$ cat src/rtl/fft_iter_ctrl_if.sv
// Control/address bundle between the iterative FFT sequencer and the
// memory / butterfly / twiddle datapath it drives.
interface fft_iter_ctrl_if #(
   parameter int AWL = 5
);
   logic           START;
   logic           BUSY;
   logic           DONE;
   logic [AWL-1:0] STAGE;
   logic           RD_EN;
   logic [AWL-1:0] RD_ADDR_A;
   logic [AWL-1:0] RD_ADDR_B;
   logic           WR_EN;
   logic [AWL-1:0] WR_ADDR_A;
   logic [AWL-1:0] WR_ADDR_B;
   logic           TW_EN;
   logic           TW_LAY_EN;

   // Sequencer side: takes START, issues every strobe and address.
   modport master (
      input  START,
      output BUSY, DONE, STAGE,
      output RD_EN, RD_ADDR_A, RD_ADDR_B,
      output WR_EN, WR_ADDR_A, WR_ADDR_B,
      output TW_EN, TW_LAY_EN
   );

   // Datapath / host side.
   modport slave (
      output START,
      input  BUSY, DONE, STAGE,
      input  RD_EN, RD_ADDR_A, RD_ADDR_B,
      input  WR_EN, WR_ADDR_A, WR_ADDR_B,
      input  TW_EN, TW_LAY_EN
   );
endinterface

$ cat src/rtl/fft_iter_ctrl.sv
// Sequencer for an in-place radix-2 DIT iterative FFT (N = 2**AWL points).
// Each stage issues N/2 butterfly reads, then drains LAT cycles so the last
// write-back of a stage lands before the first read of the next stage.
// Write-back addresses are the read addresses delayed by LAT cycles.
module fft_iter_ctrl #(
   parameter int AWL = 5,
   parameter int LAT = 3
) (
   input  logic            CLK,
   input  logic            RST,
   fft_iter_ctrl_if.master bus
);

   localparam int H  = 2 ** (AWL - 1);
   localparam int DW = (LAT > 1) ? $clog2(LAT) : 1;

   localparam logic [AWL-1:0] J_LAST = AWL'(H - 1);
   localparam logic [AWL-1:0] S_LAST = AWL'(AWL - 1);
   localparam logic [DW-1:0]  D_LAST = DW'(LAT - 1);

   typedef enum logic [1:0] {
      S_IDLE,
      S_RUN,
      S_DRAIN,
      S_DONE
   } state_t;

   state_t         r_state;
   logic [AWL-1:0] r_j;
   logic [AWL-1:0] r_stage;
   logic [DW-1:0]  r_dcnt;
   logic           r_busy;
   logic           r_done;
   logic           r_rd_en;
   logic           r_lay_en;
   logic [AWL-1:0] r_rd_a;
   logic [AWL-1:0] r_rd_b;

   logic [LAT-1:0]     r_dv;
   logic [LAT-1:0]     w_dv_next;
   logic [LAT*AWL-1:0] r_da;
   logic [LAT*AWL-1:0] r_db;
   logic [LAT*AWL-1:0] w_da_next;
   logic [LAT*AWL-1:0] w_db_next;

   // Top operand: butterfly index j with a zero inserted at bit position s,
   // i.e. g*2**(s+1) + k with k = j mod 2**s, g = j >> s.
   function automatic logic [AWL-1:0] f_addr_a(input logic [AWL-1:0] s,
                                                input logic [AWL-1:0] j);
      logic [AWL-1:0] m;
      m = (AWL'(1) << s) - AWL'(1);
      return ((j & ~m) << 1) | (j & m);
   endfunction

   // Bottom operand: same address with bit s set (no carry possible).
   function automatic logic [AWL-1:0] f_addr_b(input logic [AWL-1:0] s,
                                                input logic [AWL-1:0] j);
      return f_addr_a(s, j) | (AWL'(1) << s);
   endfunction

   // Frame FSM; every output register is loaded with the value for the
   // state being entered, so no output depends combinationally on START.
   always_ff @(posedge CLK) begin
      if (RST) begin
         r_state  <= S_IDLE;
         r_j      <= '0;
         r_stage  <= '0;
         r_dcnt   <= '0;
         r_busy   <= 1'b0;
         r_done   <= 1'b0;
         r_rd_en  <= 1'b0;
         r_lay_en <= 1'b0;
         r_rd_a   <= '0;
         r_rd_b   <= '0;
      end else begin
         r_done   <= 1'b0;
         r_rd_en  <= 1'b0;
         r_lay_en <= 1'b0;
         r_rd_a   <= '0;
         r_rd_b   <= '0;
         case (r_state)
            S_IDLE: begin
               if (bus.START) begin
                  r_state <= S_RUN;
                  r_j     <= '0;
                  r_stage <= '0;
                  r_busy  <= 1'b1;
                  r_rd_en <= 1'b1;
                  r_rd_a  <= f_addr_a(AWL'(0), AWL'(0));
                  r_rd_b  <= f_addr_b(AWL'(0), AWL'(0));
               end
            end
            S_RUN: begin
               if (r_j == J_LAST) begin
                  r_state  <= S_DRAIN;
                  r_dcnt   <= '0;
                  r_lay_en <= 1'b1;
               end else begin
                  r_j     <= r_j + AWL'(1);
                  r_rd_en <= 1'b1;
                  r_rd_a  <= f_addr_a(r_stage, r_j + AWL'(1));
                  r_rd_b  <= f_addr_b(r_stage, r_j + AWL'(1));
               end
            end
            S_DRAIN: begin
               if (r_dcnt == D_LAST) begin
                  if (r_stage == S_LAST) begin
                     r_state <= S_DONE;
                     r_busy  <= 1'b0;
                     r_done  <= 1'b1;
                  end else begin
                     r_state <= S_RUN;
                     r_stage <= r_stage + AWL'(1);
                     r_j     <= '0;
                     r_rd_en <= 1'b1;
                     r_rd_a  <= f_addr_a(r_stage + AWL'(1), AWL'(0));
                     r_rd_b  <= f_addr_b(r_stage + AWL'(1), AWL'(0));
                  end
               end else begin
                  r_dcnt <= r_dcnt + DW'(1);
               end
            end
            S_DONE: begin
               r_state <= S_IDLE;
               r_stage <= '0;
            end
            default: begin
               r_state <= S_IDLE;
               r_busy  <= 1'b0;
            end
         endcase
      end
   end

   // Next contents of the write-back delay line; a single-entry line is
   // just the read strobe/addresses themselves.
   generate
      if (LAT == 1) begin : g_lat1
         assign w_dv_next = r_rd_en;
         assign w_da_next = r_rd_a;
         assign w_db_next = r_rd_b;
      end else begin : g_latn
         assign w_dv_next = {r_dv[LAT-2:0], r_rd_en};
         assign w_da_next = {r_da[(LAT-1)*AWL-1:0], r_rd_a};
         assign w_db_next = {r_db[(LAT-1)*AWL-1:0], r_rd_b};
      end
   endgenerate

   // LAT-deep {valid, A, B} shift register; reset drops pending writes.
   always_ff @(posedge CLK) begin
      if (RST) begin
         r_dv <= '0;
         r_da <= '0;
         r_db <= '0;
      end else begin
         r_dv <= w_dv_next;
         r_da <= w_da_next;
         r_db <= w_db_next;
      end
   end

   assign bus.BUSY      = r_busy;
   assign bus.DONE      = r_done;
   assign bus.STAGE     = r_stage;
   assign bus.RD_EN     = r_rd_en;
   assign bus.RD_ADDR_A = r_rd_a;
   assign bus.RD_ADDR_B = r_rd_b;
   assign bus.TW_EN     = r_rd_en;
   assign bus.TW_LAY_EN = r_lay_en;
   assign bus.WR_EN     = r_dv[LAT-1];
   assign bus.WR_ADDR_A = r_da[LAT*AWL-1 -: AWL];
   assign bus.WR_ADDR_B = r_db[LAT*AWL-1 -: AWL];

endmodule
$ cat src/flat_wrapper.sv
// flat-port wrapper written by rule: the top's interface ports become plain ports
module fft_iter_ctrl_flat 
#(
   parameter int AWL = 5,
   parameter int LAT = 3
)
  (CLK, RST, bus_START, bus_BUSY, bus_DONE, bus_STAGE, bus_RD_EN, bus_RD_ADDR_A, bus_RD_ADDR_B, bus_WR_EN, bus_WR_ADDR_A, bus_WR_ADDR_B, bus_TW_EN, bus_TW_LAY_EN);
  fft_iter_ctrl_if #(.AWL(AWL)) bus_i ();
  input  logic CLK;
  input  logic RST;
  input wire logic [$bits(bus_i.START)-1:0] bus_START;
  output wire logic [$bits(bus_i.BUSY)-1:0] bus_BUSY;
  output wire logic [$bits(bus_i.DONE)-1:0] bus_DONE;
  output wire logic [$bits(bus_i.STAGE)-1:0] bus_STAGE;
  output wire logic [$bits(bus_i.RD_EN)-1:0] bus_RD_EN;
  output wire logic [$bits(bus_i.RD_ADDR_A)-1:0] bus_RD_ADDR_A;
  output wire logic [$bits(bus_i.RD_ADDR_B)-1:0] bus_RD_ADDR_B;
  output wire logic [$bits(bus_i.WR_EN)-1:0] bus_WR_EN;
  output wire logic [$bits(bus_i.WR_ADDR_A)-1:0] bus_WR_ADDR_A;
  output wire logic [$bits(bus_i.WR_ADDR_B)-1:0] bus_WR_ADDR_B;
  output wire logic [$bits(bus_i.TW_EN)-1:0] bus_TW_EN;
  output wire logic [$bits(bus_i.TW_LAY_EN)-1:0] bus_TW_LAY_EN;
  assign bus_i.START = bus_START;
  assign bus_BUSY = bus_i.BUSY;
  assign bus_DONE = bus_i.DONE;
  assign bus_STAGE = bus_i.STAGE;
  assign bus_RD_EN = bus_i.RD_EN;
  assign bus_RD_ADDR_A = bus_i.RD_ADDR_A;
  assign bus_RD_ADDR_B = bus_i.RD_ADDR_B;
  assign bus_WR_EN = bus_i.WR_EN;
  assign bus_WR_ADDR_A = bus_i.WR_ADDR_A;
  assign bus_WR_ADDR_B = bus_i.WR_ADDR_B;
  assign bus_TW_EN = bus_i.TW_EN;
  assign bus_TW_LAY_EN = bus_i.TW_LAY_EN;
  fft_iter_ctrl #(.AWL(AWL), .LAT(LAT)) u_core (.CLK(CLK), .RST(RST), .bus(bus_i));
endmodule
$ cat config.mk
export PLATFORM = sky130hd
export DESIGN_NAME = fft_iter_ctrl_flat
export DESIGN_NICKNAME = d
export VERILOG_FILES = /design/src/rtl/fft_iter_ctrl_if.sv /design/src/rtl/fft_iter_ctrl.sv /design/src/flat_wrapper.sv
export SDC_FILE = /design/constraint.sdc
export NUM_CORES = 1
export LEC_CHECK = 0
export BUFFER_PORTS_ARGS = -buffer_cell sky130_fd_sc_hd__buf_4
export CORE_ASPECT_RATIO = 1.4
export CORE_MARGIN = 8
export CORE_UTILIZATION = 40
export DETAILED_ROUTE_END_ITERATION = 8
export PLACE_DENSITY = 0.65
export SLEW_MARGIN = 40
export SYNTH_ARGS = -nofsm -noshare
export SYNTH_HDL_FRONTEND = slang
export SYNTH_SLANG_ARGS = --single-unit
export TNS_END_PERCENT = 50
$ cat constraint.sdc
create_clock -name CLK -period 5.33 [get_ports CLK]
set_input_delay 0.7995 -clock CLK [delete_from_list [all_inputs] [get_ports CLK]]
set_output_delay 0.7995 -clock CLK [all_outputs]
set_load 0.01 [all_outputs]
==> flow_summary.rst <==
.. list-table::
   :header-rows: 1

   * - Metric
     - Value
   * - Number of flops mapped to enable cells by yosys
     - 0
   * - Required time of the worst setup path
     - 5.54 ns
   * - Number of buffers added on ports
     - 33
   * - Nature of the critical path endpoint
     - flop
   * - Clock skew
     - 0.008139 ns
   * - IO Count
     - 34
   * - DIE WIDTH
     - 84.07 um
   * - Die area
     - 9357 um^2
   * - Static Leak
     - between 1 and 1.5 nW
   * - Nets in the synthesized netlist
     - 288
   * - Diode count
     - 0
   * - Number of max-slew violations in the final report
     - 0
   * - Fmax achieved
     - about 440 MHz
   * - Wire length after detailed routing
     - ~5.0 mm
   * - Maximum clock path buffer count
     - 2
   * - Number of post-CTS setup repair buffers
     - 0
   * - Share of the clock period used by the worst path after layout
     - 0.4272
   * - DRC violation count after routing
     - 0
   * - Total clock sinks
     - 61
   * - Post-synth top area share
     - 0.4706
   * - Area leader, netlist
     - dfxtp_1
   * - Kind of critical path
     - flop to flop
   * - Number of nets in the layout
     - roughly 310
   * - Number of setup violations in the final report
     - 0
   * - Power after layout
     - approximately 1.2 mW
   * - Peak VDD IR
     - about 0.23 mV
   * - Relative slew slack
     - 0.6085
   * - Slowest stage cell on the critical path
     - dfxtp_1
   * - Worst-Margin Slew
     - a little under 0.6 ns
   * - Worst Setup Start Kind
     - flop
   * - Cells along the critical path
     - nor3_2, nand3_1, ha_1, a2111oi_0, a2bb2oi_1, o22ai_1
   * - Vias per cell
     - 5.286
   * - # resized after CTS
     - 0
   * - Routed Antenna Nets
     - 0
   * - Area of the mapped netlist
     - 2595 um^2
   * - Initial antenna violation count
     - 0
   * - CP max FO
     - 15
   * - Via count of the first global-routing pass
     - about 1,700
   * - Area of the core region
     - ~6300 um^2
   * - Synthesized netlist cell count
     - roughly 270
   * - Count of cell types in the netlist
     - between 50 and 60
   * - Iter 0 DRT Violations
     - 92
   * - Number of max-cap violations
     - 0
   * - Unrepaired setup endpoints after global routing
     - no
   * - Arr. time, crit path
     - roughly 2.5 ns
   * - Run status
     - finished clean
   * - Routed WL per cell
     - around 14 um
   * - Register bit total from synthesis
     - 61
   * - Final Hold Violating Endpoints
     - 0
   * - Pin count of the biggest net entering global routing
     - 60
   * - Row count
     - 34
   * - First-pass GRT wire length
     - between 8 and 9 mm
   * - Placed wire-length estimate
     - approximately 3.5 mm
   * - Fill count
     - 590
   * - Effective utilization at floorplan
     - 0.4150
   * - Final weighted congestion in routability-driven placement
     - 0.8794
   * - Clock tree from TritonCTS
     - done
   * - Share of the yosys chip area belonging to registers
     - 0.4706
   * - Count of yosys warnings during synthesis
     - 0
   * - Total CTS buffers
     - 9
   * - CTS clock-pin slew for the worst setup and hold paths
     - around 0.07 ns
   * - Number of detailed-route iterations in the first pass
     - 5
   * - Number of buffers added to fix hold violations after cts
     - 0
   * - Maximum level of the CTS H-tree
     - 3
   * - Power density cells
     - 400.7 nW/um^2
   * - Y dimension of the die
     - 111.3 um
   * - Per-instance average area after synthesis
     - between 9 and 10 um^2
   * - Main flop type after synthesis
     - dfxtp_1
   * - Vias
     - 1,956
   * - Clock latency reported for the late side of the worst-skew pair
     - approximately 0.34 ns
   * - Largest stage delay on the critical path
     - 0.46 ns
   * - Layout cell share with drive strength beyond 1
     - 0.1879
   * - Top area cells in the synthesized netlist
     - dfxtp_1, nor2b_1, ha_1
   * - Remaining global-route overflow
     - 0
   * - Sum of negative setup slack
     - 0 ns
   * - Area growth from synthesis to layout
     - 15.04%
   * - Worst min path class
     - flop to flop
   * - Minimum clock period after layout
     - 2.277 ns
   * - Gr usage total
     - 0.1071
   * - CTS Root Cell
     - clkbuf_8
   * - Post-synth ARST share
     - 0
flip-flops by register name, summed over array words and instances (netlist names):
signal and flops:
u_core.bus.STAGE 5, u_core.bus.RD_EN 1, u_core.bus.BUSY 1, u_core.bus.RD_ADDR_B 5, u_core.r_dv 3, u_core.r_db 15
u_core.r_state 2, u_core.r_dcnt 2, u_core.bus.DONE 1, u_core.r_j 5, u_core.r_da 15, u_core.bus.RD_ADDR_A 5
u_core.bus.TW_LAY_EN 1
Yosys cell counts, types with 3 or more instances:
| master | number |
|---|---|
| dfxtp_1 | 61 |
| nor2b_1 | 37 |
| a21oi_1 | 15 |
| nand3_1 | 15 |
| buf_4 | 11 |
| ha_1 | 11 |
| nand2_1 | 11 |
| nor2_1 | 11 |
| clkbuf_1 | 10 |
| inv_1 | 9 |
| nand2b_1 | 9 |
| o21ai_0 | 9 |
| nor3_1 | 8 |
| o22ai_1 | 4 |
| a211oi_1 | 3 |
| buf_2 | 3 |
| nand4b_1 | 3 |
| xnor2_1 | 3 |
cells in the final DEF (no fill, tap or decap), types with 3 or more instances in the layout:
cell / Yosys / layout
nand4b_1: 3 / 3
nand2b_1: 9 / 9
nor3_1: 8 / 8
nand3_1: 15 / 15
o21ai_0: 9 / 9
ha_1: 11 / 11
xnor2_1: 3 / 3
a211oi_1: 3 / 3
a21oi_1: 15 / 15
dfxtp_1: 61 / 61
inv_1: 9 / 9
o22ai_1: 4 / 4
nand2_1: 11 / 11
buf_4: 11 / 33
clkbuf_8: 0 / 9
nor2_1: 11 / 11
nor2b_1: 37 / 37
clkinv_4: 0 / 3
cell families (layout without fill, tap and decap cells):
| logic type | Yosys count | after routing | share of synthesized area |
|---|---|---|---|
| XOR/XNOR | 5 | 5 | 0.01688 |
| buffers and inverters | 34 | 58 | 0.06943 |
| AND/OR/NAND/NOR | 112 | 112 | 0.2565 |
| AO/OA/AOI/OAI | 51 | 51 | 0.1336 |
| adder cells (fa/ha/maj) | 11 | 11 | 0.05304 |
| flip-flops | 61 | 61 | 0.4706 |
worst max-delay path: cells and delay by family (launching register included):
kind            cells  cell delay, ns
simple gates        2            0.63
flops               1            0.46
compound gates      3            0.72
fa+ha+maj           1            0.35
where the power goes:
part | total [mW] | leakage (nW) | internal, mW | switching [mW]
sequential | 0.517 | 0.494 | 0.490 | 0.0272
clock | 0.410 | 0.104 | 0.218 | 0.192
combinational | 0.270 | 0.575 | 0.104 | 0.166
through the flow:
stage,cells,hold WS (ns),setup slack [ns],instance area [um^2],utilization
floorplan,274,0.4138,3.282,2595,-
global placement,354,0.4162,3.058,2786,0.4456
detailed placement,354,0.4204,3.033,2786,0.4456
CTS,370,0.4368,3.074,2985,0.4774
global route,370,0.4540,2.806,2985,0.4774
finish,370,0.4335,3.053,2985,0.4774
layer usage:
metal	global-route usage	wire, um
met3	0.05441	367
met1	0.1155	2145
met2	0.1701	2467
met5	0	0
met4	0.04855	68
worst paths after layout:
| check | startpoint | endpoint | slack (ns) | cells after the start |
|---|---|---|---|---|
| setup / recovery | u_core.bus.STAGE[2] | u_core.bus.RD_ADDR_B[3] | 3.05 | 6 |
| hold / removal | u_core.r_db[9] | u_core.r_db[14] | 0.43 | 1 |
| setup reg to reg | u_core.bus.STAGE[2] | u_core.bus.RD_ADDR_B[3] | 3.05 | 6 |
| hold reg to reg | u_core.r_db[9] | u_core.r_db[14] | 0.43 | 1 |
layout make-up:
class                      count  area (um^2)  area share
timing repair buffer          33        247.7     0.08298
clock inverter                 7        75.07     0.02515
tap                           72        90.09     0.03018
inverter                       9        33.78     0.01132
multi-input combinational    179         1194      0.3998
clock buffer                   9        123.9     0.04149
sequential                    61         1221      0.4091
Note: power is estimated with default switching activity, not from simulation.
